### src/rtl/wr_512b_to_bram.sv
// ============================================================================
// Module   : wr_512b_to_bram
// Purpose  : Stores one 512-bit row into BRAM as WORDS_PER_ROW consecutive
//            WORD_W-bit words. Each word goes through a four-phase
//            addr/data/trig/done handshake with the BRAM write controller.
//            Upstream uses a level trig/done handshake: i_trig is held until
//            o_done is seen, and o_done is held until i_trig drops.
// Revision : 1.0 - initial release
//
// Ports
//   i_clk              system clock, rising edge
//   i_rst              asynchronous active-high reset
//   i_trig             upstream level request
//   o_done             transfer complete, held while i_trig stays high
//   i_wr_row_num       target row number
//   i_wr_data_512b     row payload, word k = bits [32k+31:32k]
//   o_wr_to_bram_addr  BRAM word address {row, k}
//   o_wr_to_bram_data  word k of the latched row
//   o_wr_to_bram_trig  write request to the BRAM controller
//   i_wr_to_bram_done  write acknowledge from the BRAM controller
//   debug_port         debug observation (see below)
//
// Build option
//   WR_512B_DEBUG_EN : when defined, debug_port = {20'd0, k[3:0], state[7:0]}.
//                      When undefined, debug_port is constant zero.
// ============================================================================
`default_nettype none

module wr_512b_to_bram #(
  parameter int ROW_W         = 9,
  parameter int WORD_W        = 32,
  parameter int WORDS_PER_ROW = 16,
  parameter int ADDR_W        = 13
) (
  input  logic                            i_clk,
  input  logic                            i_rst,
  input  logic                            i_trig,
  output logic                            o_done,
  input  logic [ROW_W-1:0]                i_wr_row_num,
  input  logic [WORD_W*WORDS_PER_ROW-1:0] i_wr_data_512b,
  output logic [ADDR_W-1:0]               o_wr_to_bram_addr,
  output logic [WORD_W-1:0]               o_wr_to_bram_data,
  output logic                            o_wr_to_bram_trig,
  input  logic                            i_wr_to_bram_done,
  output logic [31:0]                     debug_port
);

  localparam int KW     = $clog2(WORDS_PER_ROW);
  localparam int DATA_W = WORD_W * WORDS_PER_ROW;
  localparam logic [KW-1:0] C_LAST_K = KW'(WORDS_PER_ROW - 1);

  typedef enum logic [7:0] {
    IDLE         = 8'd0,
    WAIT_DONE    = 8'd1,
    WAIT_RELEASE = 8'd2,
    FINISH       = 8'd3
  } state_t;

  state_t              state_q, state_d;
  logic [KW-1:0]       k_q, k_d;
  logic [ROW_W-1:0]    row_q, row_d;
  logic [DATA_W-1:0]   data_q, data_d;
  logic                trig_q, trig_d;
  logic                done_q, done_d;
  logic [ADDR_W-1:0]   addr_q, addr_d;
  logic [WORD_W-1:0]   wdata_q, wdata_d;

  logic [KW-1:0]       k_next;
  logic [WORD_W-1:0]   next_word;

  // Word that follows the one currently presented, taken from the latched
  // row so that upstream changes during a transfer are invisible.
  assign k_next    = k_q + KW'(1);
  assign next_word = data_q[32'(k_next)*WORD_W +: WORD_W];

  // --------------------------------------------------------------------------
  // State and datapath registers
  // --------------------------------------------------------------------------
  always_ff @(posedge i_clk or posedge i_rst) begin
    if (i_rst) begin
      state_q <= IDLE;
      k_q     <= '0;
      row_q   <= '0;
      data_q  <= '0;
      trig_q  <= 1'b0;
      done_q  <= 1'b0;
      addr_q  <= '0;
      wdata_q <= '0;
    end else begin
      state_q <= state_d;
      k_q     <= k_d;
      row_q   <= row_d;
      data_q  <= data_d;
      trig_q  <= trig_d;
      done_q  <= done_d;
      addr_q  <= addr_d;
      wdata_q <= wdata_d;
    end
  end

  // --------------------------------------------------------------------------
  // Next-state and output logic
  // --------------------------------------------------------------------------
  always_comb begin
    state_d = state_q;
    k_d     = k_q;
    row_d   = row_q;
    data_d  = data_q;
    trig_d  = trig_q;
    done_d  = done_q;
    addr_d  = addr_q;
    wdata_d = wdata_q;

    unique case (state_q)
      IDLE: begin
        if (i_trig) begin
          // Capture the whole request and present word 0 straight away so
          // the BRAM request rises one cycle after i_trig is seen.
          row_d   = i_wr_row_num;
          data_d  = i_wr_data_512b;
          k_d     = '0;
          addr_d  = {i_wr_row_num, {KW{1'b0}}};
          wdata_d = i_wr_data_512b[WORD_W-1:0];
          trig_d  = 1'b1;
          state_d = WAIT_DONE;
        end
      end

      WAIT_DONE: begin
        if (i_wr_to_bram_done) begin
          trig_d  = 1'b0;
          state_d = WAIT_RELEASE;
        end
      end

      WAIT_RELEASE: begin
        // Only move on once the controller has dropped its acknowledge,
        // completing the four-phase cycle for this word.
        if (!i_wr_to_bram_done) begin
          if (k_q == C_LAST_K) begin
            done_d  = 1'b1;
            state_d = FINISH;
          end else begin
            k_d     = k_next;
            addr_d  = {row_q, k_next};
            wdata_d = next_word;
            trig_d  = 1'b1;
            state_d = WAIT_DONE;
          end
        end
      end

      FINISH: begin
        // Return to IDLE only; a fresh request is considered next cycle.
        if (!i_trig) begin
          done_d  = 1'b0;
          state_d = IDLE;
        end
      end

      default: begin
        trig_d  = 1'b0;
        done_d  = 1'b0;
        state_d = IDLE;
      end
    endcase
  end

  assign o_done            = done_q;
  assign o_wr_to_bram_trig = trig_q;
  assign o_wr_to_bram_addr = addr_q;
  assign o_wr_to_bram_data = wdata_q;

`ifdef WR_512B_DEBUG_EN
  assign debug_port = {16'd0, 4'd0, 4'(k_q), state_q};
`else
  assign debug_port = 32'd0;
`endif

endmodule

`default_nettype wire
### config.mk
export PLATFORM = sky130hd
export DESIGN_NAME = wr_512b_to_bram
export DESIGN_NICKNAME = d
export VERILOG_FILES = /design/src/rtl/wr_512b_to_bram.sv
export SDC_FILE = /design/constraint.sdc
export NUM_CORES = 2
export LEC_CHECK = 0
export ABC_AREA = 1
export CAP_MARGIN = 10
export CORE_ASPECT_RATIO = 1.25
export CORE_MARGIN = 1
export CORE_UTILIZATION = 46
export DETAILED_ROUTE_END_ITERATION = 8
export PLACE_DENSITY = 0.74
export RECOVER_POWER = 25
export SYNTH_ARGS = -nofsm -noshare
export SYNTH_HDL_FRONTEND = slang
export SYNTH_SLANG_ARGS = --single-unit
### constraint.sdc
create_clock -name i_clk -period 21.2 [get_ports i_clk]
set_input_delay 4.24 -clock i_clk [delete_from_list [all_inputs] [get_ports i_clk]]
set_output_delay 4.24 -clock i_clk [all_outputs]
set_load 0.03 [all_outputs]
After elaboration in Yosys (flattened, before gate mapping)
Cells that the tools add are included.
Widths: inputs -> output; s select.
{"block": "totals", "regBits": 580, "input_bits": 525, "out_inout_bits": 79, "wordCells": 57}
{"block": "classes", "n_addsub": 1, "n_eq_ne": 10, "shifts": 1, "mux": 27, "bitwise_logic": 2, "n_reduce_logical": 8}
{"op": "$shiftx 512x10->32", "n": 1}
{"op": "$mux 32", "n": 3}
{"op": "$pmux 32 s2", "n": 1}
{"op": "$mux 13", "n": 3}
{"op": "$mux 8", "n": 4}
{"op": "$pmux 8 s4", "n": 1}
{"op": "$pmux 13 s2", "n": 1}
{"op": "$eq 8x2->1 const B", "n": 2}
{"op": "$mux 4", "n": 3}
{"op": "$ne 2x2->1 const B", "n": 6}
{"op": "$reduce_and 4->1", "n": 3}
{"op": "$eq 8x1->1 const B", "n": 1}
{"op": "$logic_not 8->1", "n": 1}
{"op": "$pmux 4 s2", "n": 1}
{"op": "$mux 1", "n": 7}
{"op": "$reduce_and 5->1", "n": 1}
{"op": "$add 4x1->4 const B", "n": 1}
{"op": "$eq 4x4->1 const B", "n": 1}
{"op": "$pmux 1 s4", "n": 1}
{"op": "$pmux 1 s3", "n": 1}
{"op": "$mux 2", "n": 1}
{"op": "$not 1->1", "n": 2}
{"op": "$reduce_and 2->1", "n": 1}
{"op": "$reduce_bool 2->1", "n": 1}
{"op": "$reduce_or 2->1", "n": 1}

Longest topological paths before layout
{"block": "logic_depth", "word_depth": 5, "mapped_depth": 12, "depth_no_buf": 10}

Worst setup path after synthesis
Ideal clock, no wire load.
{"block": "synth_timing", "kind": "input-to-reg", "start": "in i_trig", "end": "reg data_q[188]", "setup_time_ns": 0.125, "t_arrival_ns": 5.124, "t_required_ns": 21.075, "setup_slack_ns": 15.951, "path_stages": 5, "path_buffers": 3, "cell_sequence": "nand2_1 buf_6 buf_6 buf_6 mux2_4"}
{"block": "synth_between", "elab_chain_len": 1}
{"item": "from (decl)", "line": "37", "rtl": "input logic i_trig,"}
{"item": "$reduce_and 2->1 (no line)"}
{"item": "to (signal assigned)", "line": "93", "rtl": "data_q <= data_d;"}
{"item": "to (decl)", "line": "62", "rtl": "logic [DATA_W-1:0] data_q, data_d;"}
No other way between the ends.
A chain may end at the register's enable or synchronous reset.

Final worst setup path
{"block": "layout_timing", "start": "in i_trig", "end": "reg data_q[182]"}
Same word-level chain as after synthesis.

==> out/summary.txt <==
outcome -> complete, but fails checks
failing checks -> capacitance limit, slew limit
most frequent cell after synthesis -> nand2_1
initial core utilization -> 46.4%
CP max-delay cell -> clkbuf_1
number of flops mapped to enable cells by yosys -> 0
Cell Count, Final, Fillers Out -> 3,941
hold crit path type -> reg -> reg
Crit Path Category -> in -> reg
Worst Path Buf+Inv -> 3
initial antenna violation count -> 21
Total GRT Usage -> 29.7%
Die Wd -> 221 um
First-pass DRT Iterations -> 5
Rel. slew slack -> -257%
Avg Cell Area, Syn -> 10.4 um2
Fin Clk Skew -> 0.0194 ns
Sink Count -> 570
worst-margin pin slew -> 5.36 ns
nets@finish -> 3,642
fillers -> 4,908
first-pass GRT wire length -> 136 mm
pin count of the biggest net entering global routing -> 187
leak pwr -> 0.0162 uW
sequential fraction of the synthesis area -> 51.7%
DP HPWL -> 64.8 mm
layout cells sized above 1 -> 18.7%
Fin. Hold Viols -> 0
Remaining DRCs -> 0
core area -> 59,400 um2
max-capacitance violation count -> 3
CP endpoint kind -> flip-flop
CTS Buf Count -> 58
Setup TNS Final -> 0 ns
Synth warnings -> 0
final number of setup-violating endpoints -> 0
Synth area leaders -> dfrtp_1 (52%), mux2_2 (12%), mux2_4 (11%), nand2_1 (11%), nand3_1 (7.6%)
min Tclk post-route -> 10.13 ns
RSZ-0062 raised after global routing -> no
critical-path maximum fanout -> 95
wire per inst -> 23.2 um
footprint of the multi-input gates -> 12,000 um2
top_reg_cell synth -> dfrtp_1
Clock transition at path regs -> 0.06 ns
CP cell instances -> dlygate4sd3_1, nand2_1, clkbuf_1, buf_4, mux2_2
CTS resizes -> 0
synth unique cells -> 28
clock root buffer -> clkbuf_16
total grt overflow -> 0
row cnt -> 100
Peak Freq -> 98.7 MHz
cts hold-fix bufs -> 0
# H-tree levels -> 2
Synth area leader -> dfrtp_1
asr flop ratio synth -> 100%
antenna-violating nets left -> 0
Worst Path Required -> 21.69 ns
Storage cell area -> 14,300 um2
slowest stage delay, CP -> 3.15 ns
DRT Wirelength -> 91.3 mm
Slew Viols, Final -> 287
Area Overhead vs Synth -> 27.8%
CP delay by family, top -> buffers and inverters
CTS tree -> built
GP Congestion -> 0.881
IO Count -> 604
ratio of final minimum period to clock period -> 47.8%
Mapped Area -> 27,600 um2
worst vdd rail ir drop -> 0.116 mV
power density cells -> 163 nW/um2
1st-iter DRT viols -> 1,636
FF+latch count, synth -> 570
top cell type's share of synthesized area -> 51.7%
Commonest cells post-synth -> nand2_1 (800), dfrtp_1 (570), nand3_1 (417), mux2_2 (289), mux2_4 (200)
crit path DAT -> 10.63 ns
Cells after Synth -> 2,646
IO Port Bufs -> 571
Worst Setup Start Kind -> primary input
Setup Fix Bufs, Post-CTS -> 0
Placed Cells -> 3,821
drt via density -> 5.43
Worst-Skew Late Latency -> 0.62 ns
die area -> 61,000 um2
via count -> 21,403
clk buf depth -> 3
vias in the first global route -> 22,048
die height -> 276 um
post-layout util -> 59.4%
## where the power goes
group	internal, uW	switching (uW)	total [uW]
Clock	610	442	1050
Sequential	1650	336	1980
Combinational	1180	1550	2720
Total	3430	2320	5760
## worst reg2reg max path, delay by kind of cell (launching register included)
kind / cells / cell delay (ns)
and+or+nand+nor: 2 / 1.02
DFF: 1 / 0.40
buffers and inverters: 2 / 4.38
muxes: 1 / 0.50
## cell families after synthesis
kind of cell,count (synthesis),synth area share (%)
flip-flops,570,51.7
XOR/XNOR,1,0.0589
other,1,0.0136
AO/OA/AOI/OAI,83,1.57
adder cells (fa/ha/maj),1,0.0453
AND/OR/NAND/NOR,1236,18.7
multiplexers,489,22.7
buffers and inverters,265,5.24
## final timing paths
check,slack [ns],from,cells past startpoint,end
max,11.07,i_trig,5,data_q[182]
min in group asynchronous,5.67,i_rst,2,data_q[142]
max reg2reg,14.79,state_q[1],5,data_q[182]
min,0.48,o_wr_to_bram_data[30],2,o_wr_to_bram_data[30]
min reg2reg,0.48,o_wr_to_bram_data[30],2,o_wr_to_bram_data[30]
max in group asynchronous,11.18,i_rst,5,k_q[0]
## metal layers
| metal | up-vias | track usage, % | wire (um) |
|---|---|---|---|
| met1 | 10530 | 34.2 | 33900 |
| met4 | 16 | 21.0 | 6850 |
| met2 | 887 | 49.6 | 44200 |
| li1 | 9724 | - | - |
| met5 | - | 0 | 111 |
| met3 | 246 | 6.50 | 6160 |
## through the flow
stage                     hold slack [ns]  setup WS (ns)  power (uW)  instance area (um2)
final                               0.482          11.07        5760                35300
after floorplan                     0.453           1.02        3820                27700
after global placement              0.464          12.91        4640                33400
after CTS                           0.486          13.46        5800                35400
after global routing                0.507           9.88        6110                35300
after detailed placement            0.465          12.81        4720                33400
## registers in the layout, indices dropped and copies added (netlist names)
signal	flops
o_done	1
k_q	3
data_q	512
state_q	2
o_wr_to_bram_trig	1
row_q	9
o_wr_to_bram_data	32
o_wr_to_bram_addr	10
## layout make-up
class	instances	share of cell area, %
flip-flops and latches	570	40.4
multi-input cells	1842	33.9
repair buffers	594	16.7
clock buffers	87	5.00
well taps	765	2.71
inverters	50	0.571
clock inverters	20	0.546
diodes	13	0.0922
## cell usage in the layout (no fill, tap or decap), drive strengths merged
cell type	synthesis	routed
xor2	1	1
clkbuf	27	89
nor2	15	15
buf	188	21
o21ai	39	39
inv	49	50
a31oi	9	9
mux2	489	489
a21oi	33	33
ha	1	1
o31ai	1	1
bufinv	0	3
clkinvlp	0	5
diode	0	13
o22ai	1	1
nand3	417	417
conb	1	32
dlygate4sd3	0	3
clkdlybuf4s50	0	568
nor3	2	2
clkinv	1	12
nand2	801	801
nand3b	1	1
dfrtp	570	570
No activity file was read; power rests on OpenSTA's default activity.
